File: src/rtl/spi_bridge_pkg.sv
// Shared types and field offsets for the SPI-shadow-register-to-bus debug bridge.
// Field positions that depend on parameters are computed by the helper functions.
package spi_bridge_pkg;

  typedef enum logic [1:0] {
    ST_IDLE,
    ST_ACCESS,
    ST_RD_WAIT,
    ST_NEXT
  } state_e;

  localparam int CMD_CPU_RST  = 0;
  localparam int CMD_SYS_RST  = 1;
  localparam int CMD_START    = 2;
  localparam int CMD_WRITE    = 3;
  localparam int CMD_AUTO_INC = 4;
  localparam int CMD_CLR      = 5;
  localparam int CMD_LEN      = 8;

  localparam int STAT_CPU_RST  = 0;
  localparam int STAT_SYS_RST  = 1;
  localparam int STAT_BUSY     = 2;
  localparam int STAT_DONE     = 3;
  localparam int STAT_OVERRUN  = 4;
  localparam int STAT_HALT_ERR = 5;
  localparam int STAT_BEATS    = 8;

  function automatic int cmd_w(input int addr_w, input int data_w, input int burst_w);
    return 8 + 2 * burst_w + data_w + addr_w;
  endfunction

  function automatic int cmd_sel_lo(input int burst_w);
    return 8 + burst_w;
  endfunction

  function automatic int cmd_wdata_lo(input int burst_w);
    return 8 + 2 * burst_w;
  endfunction

  function automatic int cmd_addr_lo(input int burst_w, input int data_w);
    return 8 + 2 * burst_w + data_w;
  endfunction

  function automatic int stat_w(input int data_w, input int burst_w);
    return 8 + burst_w + data_w;
  endfunction

  function automatic int stat_data_lo(input int burst_w);
    return 8 + burst_w;
  endfunction

endpackage

File: src/rtl/spi_bridge_seq.sv
// Burst sequencer: walks ACCESS/RD_WAIT/NEXT for each beat, owns the beat,
// address and read-latency counters, and flags when read data must be captured.
module spi_bridge_seq
  import spi_bridge_pkg::*;
#(
  parameter int ADDR_W  = 16,
  parameter int DATA_W  = 8,
  parameter int BURST_W = 4,
  parameter int RD_LAT  = 1
) (
  input  logic               clk,
  input  logic               rst_n,
  input  logic               start_i,
  input  logic               write_i,
  input  logic               auto_inc_i,
  input  logic [BURST_W-1:0] len_i,
  input  logic [ADDR_W-1:0]  addr_i,
  input  logic [DATA_W-1:0]  wdata_i,
  output logic [ADDR_W-1:0]  address_o,
  output logic [DATA_W-1:0]  wr_data_o,
  output logic               wr_en_o,
  output logic               rd_en_o,
  output logic               busy_o,
  output logic [BURST_W-1:0] beat_o,
  output logic               cap_en_o,
  output logic               done_set_o
);

  localparam logic [2:0] LAT_LAST = 3'(RD_LAT - 1);

  state_e             state_q, state_d;
  logic [ADDR_W-1:0]  addr_q, addr_d;
  logic [DATA_W-1:0]  wdata_q, wdata_d;
  logic [BURST_W-1:0] len_q, len_d;
  logic [BURST_W-1:0] beat_q, beat_d;
  logic [2:0]         lat_q, lat_d;
  logic               write_q, write_d;
  logic               auto_q, auto_d;

  always_ff @(posedge clk or negedge rst_n) begin
    if (!rst_n) begin
      state_q <= ST_IDLE;
      addr_q  <= '0;
      wdata_q <= '0;
      len_q   <= '0;
      beat_q  <= '0;
      lat_q   <= '0;
      write_q <= 1'b0;
      auto_q  <= 1'b0;
    end else begin
      state_q <= state_d;
      addr_q  <= addr_d;
      wdata_q <= wdata_d;
      len_q   <= len_d;
      beat_q  <= beat_d;
      lat_q   <= lat_d;
      write_q <= write_d;
      auto_q  <= auto_d;
    end
  end

  always_comb begin
    state_d    = state_q;
    addr_d     = addr_q;
    wdata_d    = wdata_q;
    len_d      = len_q;
    beat_d     = beat_q;
    lat_d      = lat_q;
    write_d    = write_q;
    auto_d     = auto_q;
    cap_en_o   = 1'b0;
    done_set_o = 1'b0;
    case (state_q)
      ST_IDLE: begin
        if (start_i) begin
          addr_d  = addr_i;
          wdata_d = wdata_i;
          len_d   = len_i;
          write_d = write_i;
          auto_d  = auto_inc_i;
          beat_d  = '0;
          state_d = ST_ACCESS;
        end
      end
      ST_ACCESS: begin
        lat_d   = '0;
        state_d = write_q ? ST_NEXT : ST_RD_WAIT;
      end
      ST_RD_WAIT: begin
        // Data is valid RD_LAT cycles after the strobe; capture on the last wait cycle.
        if (lat_q == LAT_LAST) begin
          cap_en_o = 1'b1;
          state_d  = ST_NEXT;
        end else begin
          lat_d = lat_q + 3'd1;
        end
      end
      ST_NEXT: begin
        if (beat_q == len_q) begin
          done_set_o = 1'b1;
          state_d    = ST_IDLE;
        end else begin
          beat_d = beat_q + BURST_W'(1);
          if (auto_q) addr_d = addr_q + ADDR_W'(1);
          state_d = ST_ACCESS;
        end
      end
      default: state_d = ST_IDLE;
    endcase
  end

  assign address_o = addr_q;
  assign wr_data_o = wdata_q;
  assign wr_en_o   = (state_q == ST_ACCESS) && write_q;
  assign rd_en_o   = (state_q == ST_ACCESS) && !write_q;
  assign busy_o    = (state_q != ST_IDLE);
  assign beat_o    = beat_q;

endmodule

File: src/rtl/spi_bus_bridge.sv
// Debug bridge from the SPI shadow command word to the Open8 CPU-side bus:
// edge detection, sticky flags, burst read buffer and registered status word.
module spi_bus_bridge
  import spi_bridge_pkg::*;
#(
  parameter int ADDR_W       = 16,
  parameter int DATA_W       = 8,
  parameter int BURST_W      = 4,
  parameter int RD_LAT       = 1,
  parameter int REQUIRE_HALT = 1
) (
  input  logic                                      clk,
  input  logic                                      spi_reset,
  input  logic [cmd_w(ADDR_W, DATA_W, BURST_W)-1:0] cmd_word,
  output logic [stat_w(DATA_W, BURST_W)-1:0]        stat_word,
  output logic [ADDR_W-1:0]                         o_Address,
  output logic [DATA_W-1:0]                         o_Wr_Data,
  output logic                                      o_Wr_En,
  output logic                                      o_Rd_En,
  input  logic [DATA_W-1:0]                         i_Rd_Data,
  output logic                                      cpu_reset,
  output logic                                      system_reset
);

  localparam int DEPTH    = 2 ** BURST_W;
  localparam int SEL_LO   = cmd_sel_lo(BURST_W);
  localparam int WDATA_LO = cmd_wdata_lo(BURST_W);
  localparam int ADDR_LO  = cmd_addr_lo(BURST_W, DATA_W);
  localparam int STAT_W   = stat_w(DATA_W, BURST_W);
  localparam int RDATA_LO = stat_data_lo(BURST_W);

  logic               cpu_rst_bit, sys_rst_bit, start_bit, write_bit, auto_bit, clr_bit;
  logic [BURST_W-1:0] cmd_len, cmd_sel;
  logic [DATA_W-1:0]  cmd_wdata;
  logic [ADDR_W-1:0]  cmd_addr;
  logic               cmd_rsvd_unused;

  assign cpu_rst_bit     = cmd_word[CMD_CPU_RST];
  assign sys_rst_bit     = cmd_word[CMD_SYS_RST];
  assign start_bit       = cmd_word[CMD_START];
  assign write_bit       = cmd_word[CMD_WRITE];
  assign auto_bit        = cmd_word[CMD_AUTO_INC];
  assign clr_bit         = cmd_word[CMD_CLR];
  assign cmd_rsvd_unused = ^cmd_word[7:6];
  assign cmd_len         = cmd_word[CMD_LEN +: BURST_W];
  assign cmd_sel         = cmd_word[SEL_LO +: BURST_W];
  assign cmd_wdata       = cmd_word[WDATA_LO +: DATA_W];
  assign cmd_addr        = cmd_word[ADDR_LO +: ADDR_W];

  assign cpu_reset    = cpu_rst_bit;
  assign system_reset = sys_rst_bit;

  logic               start_prev_q, start_prev_d;
  logic               clr_prev_q, clr_prev_d;
  logic               done_q, done_d;
  logic               overrun_q, overrun_d;
  logic               halt_q, halt_d;
  logic [DATA_W-1:0]  rd_buf_q [DEPTH];
  logic [DATA_W-1:0]  rd_buf_d [DEPTH];
  logic [STAT_W-1:0]  stat_q, stat_d;

  logic               start_edge, clr_edge, halt_block;
  logic               start_acc, halt_set, ovr_set;
  logic               busy, cap_en, done_set;
  logic [BURST_W-1:0] beat;

  assign start_edge = start_bit && !start_prev_q;
  assign clr_edge   = clr_bit && !clr_prev_q;
  assign halt_block = (REQUIRE_HALT != 0) && !cpu_rst_bit;
  assign start_acc  = start_edge && !busy && !halt_block;
  assign halt_set   = start_edge && !busy && halt_block;
  assign ovr_set    = start_edge && busy;

  spi_bridge_seq #(
    .ADDR_W (ADDR_W),
    .DATA_W (DATA_W),
    .BURST_W(BURST_W),
    .RD_LAT (RD_LAT)
  ) u_seq (
    .clk       (clk),
    .rst_n     (spi_reset),
    .start_i   (start_acc),
    .write_i   (write_bit),
    .auto_inc_i(auto_bit),
    .len_i     (cmd_len),
    .addr_i    (cmd_addr),
    .wdata_i   (cmd_wdata),
    .address_o (o_Address),
    .wr_data_o (o_Wr_Data),
    .wr_en_o   (o_Wr_En),
    .rd_en_o   (o_Rd_En),
    .busy_o    (busy),
    .beat_o    (beat),
    .cap_en_o  (cap_en),
    .done_set_o(done_set)
  );

  always_ff @(posedge clk or negedge spi_reset) begin
    if (!spi_reset) begin
      // Edge registers come up high so a bit already set at release does not fire.
      start_prev_q <= 1'b1;
      clr_prev_q   <= 1'b1;
      done_q       <= 1'b0;
      overrun_q    <= 1'b0;
      halt_q       <= 1'b0;
      rd_buf_q     <= '{default: '0};
      stat_q       <= '0;
    end else begin
      start_prev_q <= start_prev_d;
      clr_prev_q   <= clr_prev_d;
      done_q       <= done_d;
      overrun_q    <= overrun_d;
      halt_q       <= halt_d;
      rd_buf_q     <= rd_buf_d;
      stat_q       <= stat_d;
    end
  end

  always_comb begin
    start_prev_d = start_bit;
    clr_prev_d   = clr_bit;
    // Clear first, then set: a flag-setting event in the same cycle wins.
    done_d    = (clr_edge || start_acc) ? 1'b0 : done_q;
    overrun_d = clr_edge ? 1'b0 : overrun_q;
    halt_d    = clr_edge ? 1'b0 : halt_q;
    if (done_set) done_d    = 1'b1;
    if (ovr_set)  overrun_d = 1'b1;
    if (halt_set) halt_d    = 1'b1;
  end

  always_comb begin
    rd_buf_d = rd_buf_q;
    if (cap_en) rd_buf_d[beat] = i_Rd_Data;
  end

  always_comb begin
    stat_d                         = '0;
    stat_d[STAT_CPU_RST]           = cpu_rst_bit;
    stat_d[STAT_SYS_RST]           = sys_rst_bit;
    stat_d[STAT_BUSY]              = busy;
    stat_d[STAT_DONE]              = done_q;
    stat_d[STAT_OVERRUN]           = overrun_q;
    stat_d[STAT_HALT_ERR]          = halt_q;
    stat_d[STAT_BEATS +: BURST_W]  = beat;
    stat_d[RDATA_LO +: DATA_W]     = rd_buf_q[cmd_sel];
  end

  assign stat_word = stat_q;

endmodule

File: config.mk
export PLATFORM = sky130hd
export DESIGN_NAME = spi_bus_bridge
export DESIGN_NICKNAME = d
export VERILOG_FILES = /design/src/rtl/spi_bridge_pkg.sv /design/src/rtl/spi_bridge_seq.sv /design/src/rtl/spi_bus_bridge.sv
export SDC_FILE = /design/constraint.sdc
export NUM_CORES = 1
export LEC_CHECK = 0
export CAP_MARGIN = 20
export CORE_MARGIN = 4
export CORE_UTILIZATION = 61
export DETAILED_ROUTE_END_ITERATION = 12
export GPL_ROUTABILITY_DRIVEN = 0
export HOLD_SLACK_MARGIN = 0.05
export PLACE_DENSITY = 0.86
export SLEW_MARGIN = 40
export SYNTH_ARGS = -nofsm -noshare
export SYNTH_HDL_FRONTEND = slang
export SYNTH_SLANG_ARGS = --single-unit
File: constraint.sdc
create_clock -name clk -period 3.96 [get_ports clk]
set_input_delay 0.99 -clock clk [delete_from_list [all_inputs] [get_ports clk]]
set_output_delay 0.99 -clock clk [all_outputs]
set_load 0.01 [all_outputs]
==> metrics.yaml <==
clock_tree:
  postCtsSetupBuffers: 0
  worstSkewPairLatency_ps: 420
  clockBufferDepth: 2
  cts.sinks: 190
  cts.htree.levels: 4
  cts-root-buf: "clkbuf_16"
  cts-buffers-inserted: 17
  cts_tree: "done"
  clk_pin_slew_ps: 60
  ctsHoldBuffers: 0
  ctsResizeCount: 0
finish:
  final_cell_mix: "188 x dfrtp_1, 130 x mux2_2, 91 x clkdlybuf4s50_1"
  final_common_cell: "dfrtp_1"
  utilization: 0.742
  drive_above_1_share: 0.303
  syn_to_final_growth_pct: 19.0
  multi_input_area_um2: 3760
  finish.net_count: 791
  fillerInstances: 848
  seq_area_um2: 4760
  n_antenna_cell: 0
synth:
  netlist_area_um2: 8690
  synth_edf_count: 0
  synth-seq-area-share: 0.547
  synth.avg_cell_area_um2: 13.5
  yosys.cell_types.count: 52
  ys_ff_latch: 190
  synthCells: 645
  synth-main-ff-cell: "dfrtp_1"
  ys_warn_count: 0
  ys_async_sr_fraction: 1.00
timing:
  finalMaxSlewViolations: 0
  timing.fmax_mhz: 324
  relSlewSlack: 0.434
  worst_pin_slew_ps: 847
  fin_crit_ps: 3090
  finClkSkew_ps: 7.95
  rsz0062_at_grt: "no"
  fin_crit_sh: 0.780
  finalSetupViolations: 0
  tns_ps: 0
  finalHoldViolCount: 0
die:
  core_area_um2: 13900
  die_area_um2: 16200
  die_x_um: 127
  placementRows: 43
  initial_utilization: 0.624
  dieHeight_um: 127
  ios: 98
setup_path:
  critPathMaxStageDelay_ps: 570
  reg2reg_setup_slack_ps: 1430
  cp_max_fo: 5
  critPathTopFamily: "buffers and inverters"
  path_class: "in -> out"
  path_cells: "clkdlybuf4s50_1 -> clkdlybuf4s50_1"
  worstRegToRegCells: 7
  r2r_end: "u_seq.address_o[3]"
  crit_top_cell: "clkdlybuf4s50_1"
  crit_start: "cmd_word[0]"
  cp-end-kind: "output pin"
  cpMaxStageDelayCell: "clkdlybuf4s50_1"
  worstReg2RegStart: "u_seq.state_q[0]"
  arrival_ps: 2100
  critical_path_required_ps: 2970
  cp.buffers_inverters: 2
  cp-start-kind: "input pin"
drt:
  routed_wl_um: 20300
  drt-wirelength-per-cell_um: 22.1
  dr.pass1.iters: 5
  vias_per_cell: 6.27
  ant_nets: 0
  initialDrtViolationCount: 626
  via_count: 5760
  drc_errors: 0
global_routing:
  antenna_found_initial: 0
  grt_pass1_wl_um: 33100
  overflow: 0
  grt_pass1_vias: 6135
  grt_start_max_net_pins: 81
  grt_use_total: 0.265
power:
  p_per_area_nw_per_um2: 584
  switching_share: 0.311
  pwr-share-clk: 0.276
  total_leakage_power_nw: 4.25
  vdd_drop_max_mv: 0.489
  p_switching_w: 0.00188
  combPwrFrac: 0.293
  intPower_w: 0.00416
  p_seq_frac: 0.432
flow_run:
  cap_viol_max_count: 0
placement:
  dpl.hpwl_um: 13200
  port_buffers: 93
min_path:
  hold-path-cell-count: 0
  holdPathEnd: "stat_word[3]"
  hold_class: "reg -> reg"
  hold_start: "done_q"
outcome:
  outcome: "finished clean"
sequential cells by signal, summed over array words and instances (netlist names), 2 cells and up:
register,cells
stat_word,18
u_seq.lat_q,3
u_seq.state_q,2
u_seq.wr_data_o,8
u_seq.len_q,4
u_seq.beat_o,4
rd_buf_q,128
u_seq.address_o,16
cells in the mapped netlist, types with 6 or more instances:
cell	instances	area share
o21ai_0	9	0.0052
nor2_2	9	0.0065
ha_1	12	0.017
nand2_1	73	0.032
dfrtp_1	188	0.54
a21oi_1	16	0.0092
nor3_1	7	0.0040
mux4_2	40	0.10
clkbuf_1	23	0.0099
nand3_1	12	0.0069
buf_2	6	0.0035
inv_1	10	0.0043
nor2_1	26	0.011
mux2_2	130	0.17
per-stage QoR:
step / std cells / instance area, um2 / total power, W / hold slack [ps] / setup slack [ps]
2_1_floorplan: 646 / 8690 / 0.00362 / 349 / 1340
3_3_place_gp: 890 / 9750 / 0.00423 / 362 / 886
3_5_place_dp: 890 / 9770 / 0.00436 / 363 / 863
4_1_cts: 919 / 10300 / 0.00605 / 387 / 860
5_1_grt: 919 / 10300 / 0.00634 / 391 / 809
6_report: 919 / 10300 / 0.00604 / 383 / 872
metal layers:
metal  track usage  up-vias  part of all wire
met3        0.0548       44             0.061
li1              -     2504                 -
met2         0.439      274              0.50
met1         0.357     2938              0.41
met5             0        -                 0
met4        0.0789        0             0.026
how the worst max path moves through the flow:
stage / slack, ps / cells after the start / end
3_5_place_dp: 860 / 2 / cpu_reset
5_1_grt: 810 / 2 / cpu_reset
6_report: 870 / 2 / cpu_reset
3_3_place_gp: 890 / 2 / cpu_reset
4_1_cts: 860 / 2 / cpu_reset
2_1_floorplan: 1340 / 4 / stat_word[12]
worst reg2reg max path, stage by stage (launching register included):
cell and delay, ps:
dfrtp_1 420, inv_1 110, ha_1 330, and4b_1 260, buf_4 200, o21ai_0 630
nor2_1 140, a221o_1 330
power groups by stage:
| stage | logic (W) | registers (W) | clock network [W] |
|---|---|---|---|
| final | 0.00177 | 0.00261 | 0.00167 |
| after global routing | 0.00192 | 0.00265 | 0.00177 |
| after CTS | 0.00176 | 0.00260 | 0.00168 |
| after detailed placement | 0.00173 | 0.00263 | 0 |
| after global placement | 0.00164 | 0.00259 | 0 |
| after floorplan | 0.00101 | 0.00261 | 0 |
logic make-up (layout without fill, tap and decap cells):
family	count (synthesis)	in the layout	share of synthesized area
AOI/OAI and AO/OA	58	58	0.0445
xor gates and xnor gates	9	9	0.00907
adders and majority gates	12	12	0.0173
buffers and inverters	46	139	0.0226
DFF	190	190	0.547
muxes	173	173	0.276
other	1	2	0.000432
and+or+nand+nor	156	156	0.0831
layout make-up:
type	instances	area share
multi-input combinational	410	0.364
clock inverter	7	0.00847
clock buffer	22	0.0468
timing repair buffer	100	0.0959
inverter	10	0.00363
tap	180	0.0218
sequential	190	0.460
(Power assumes the default switching activity.)
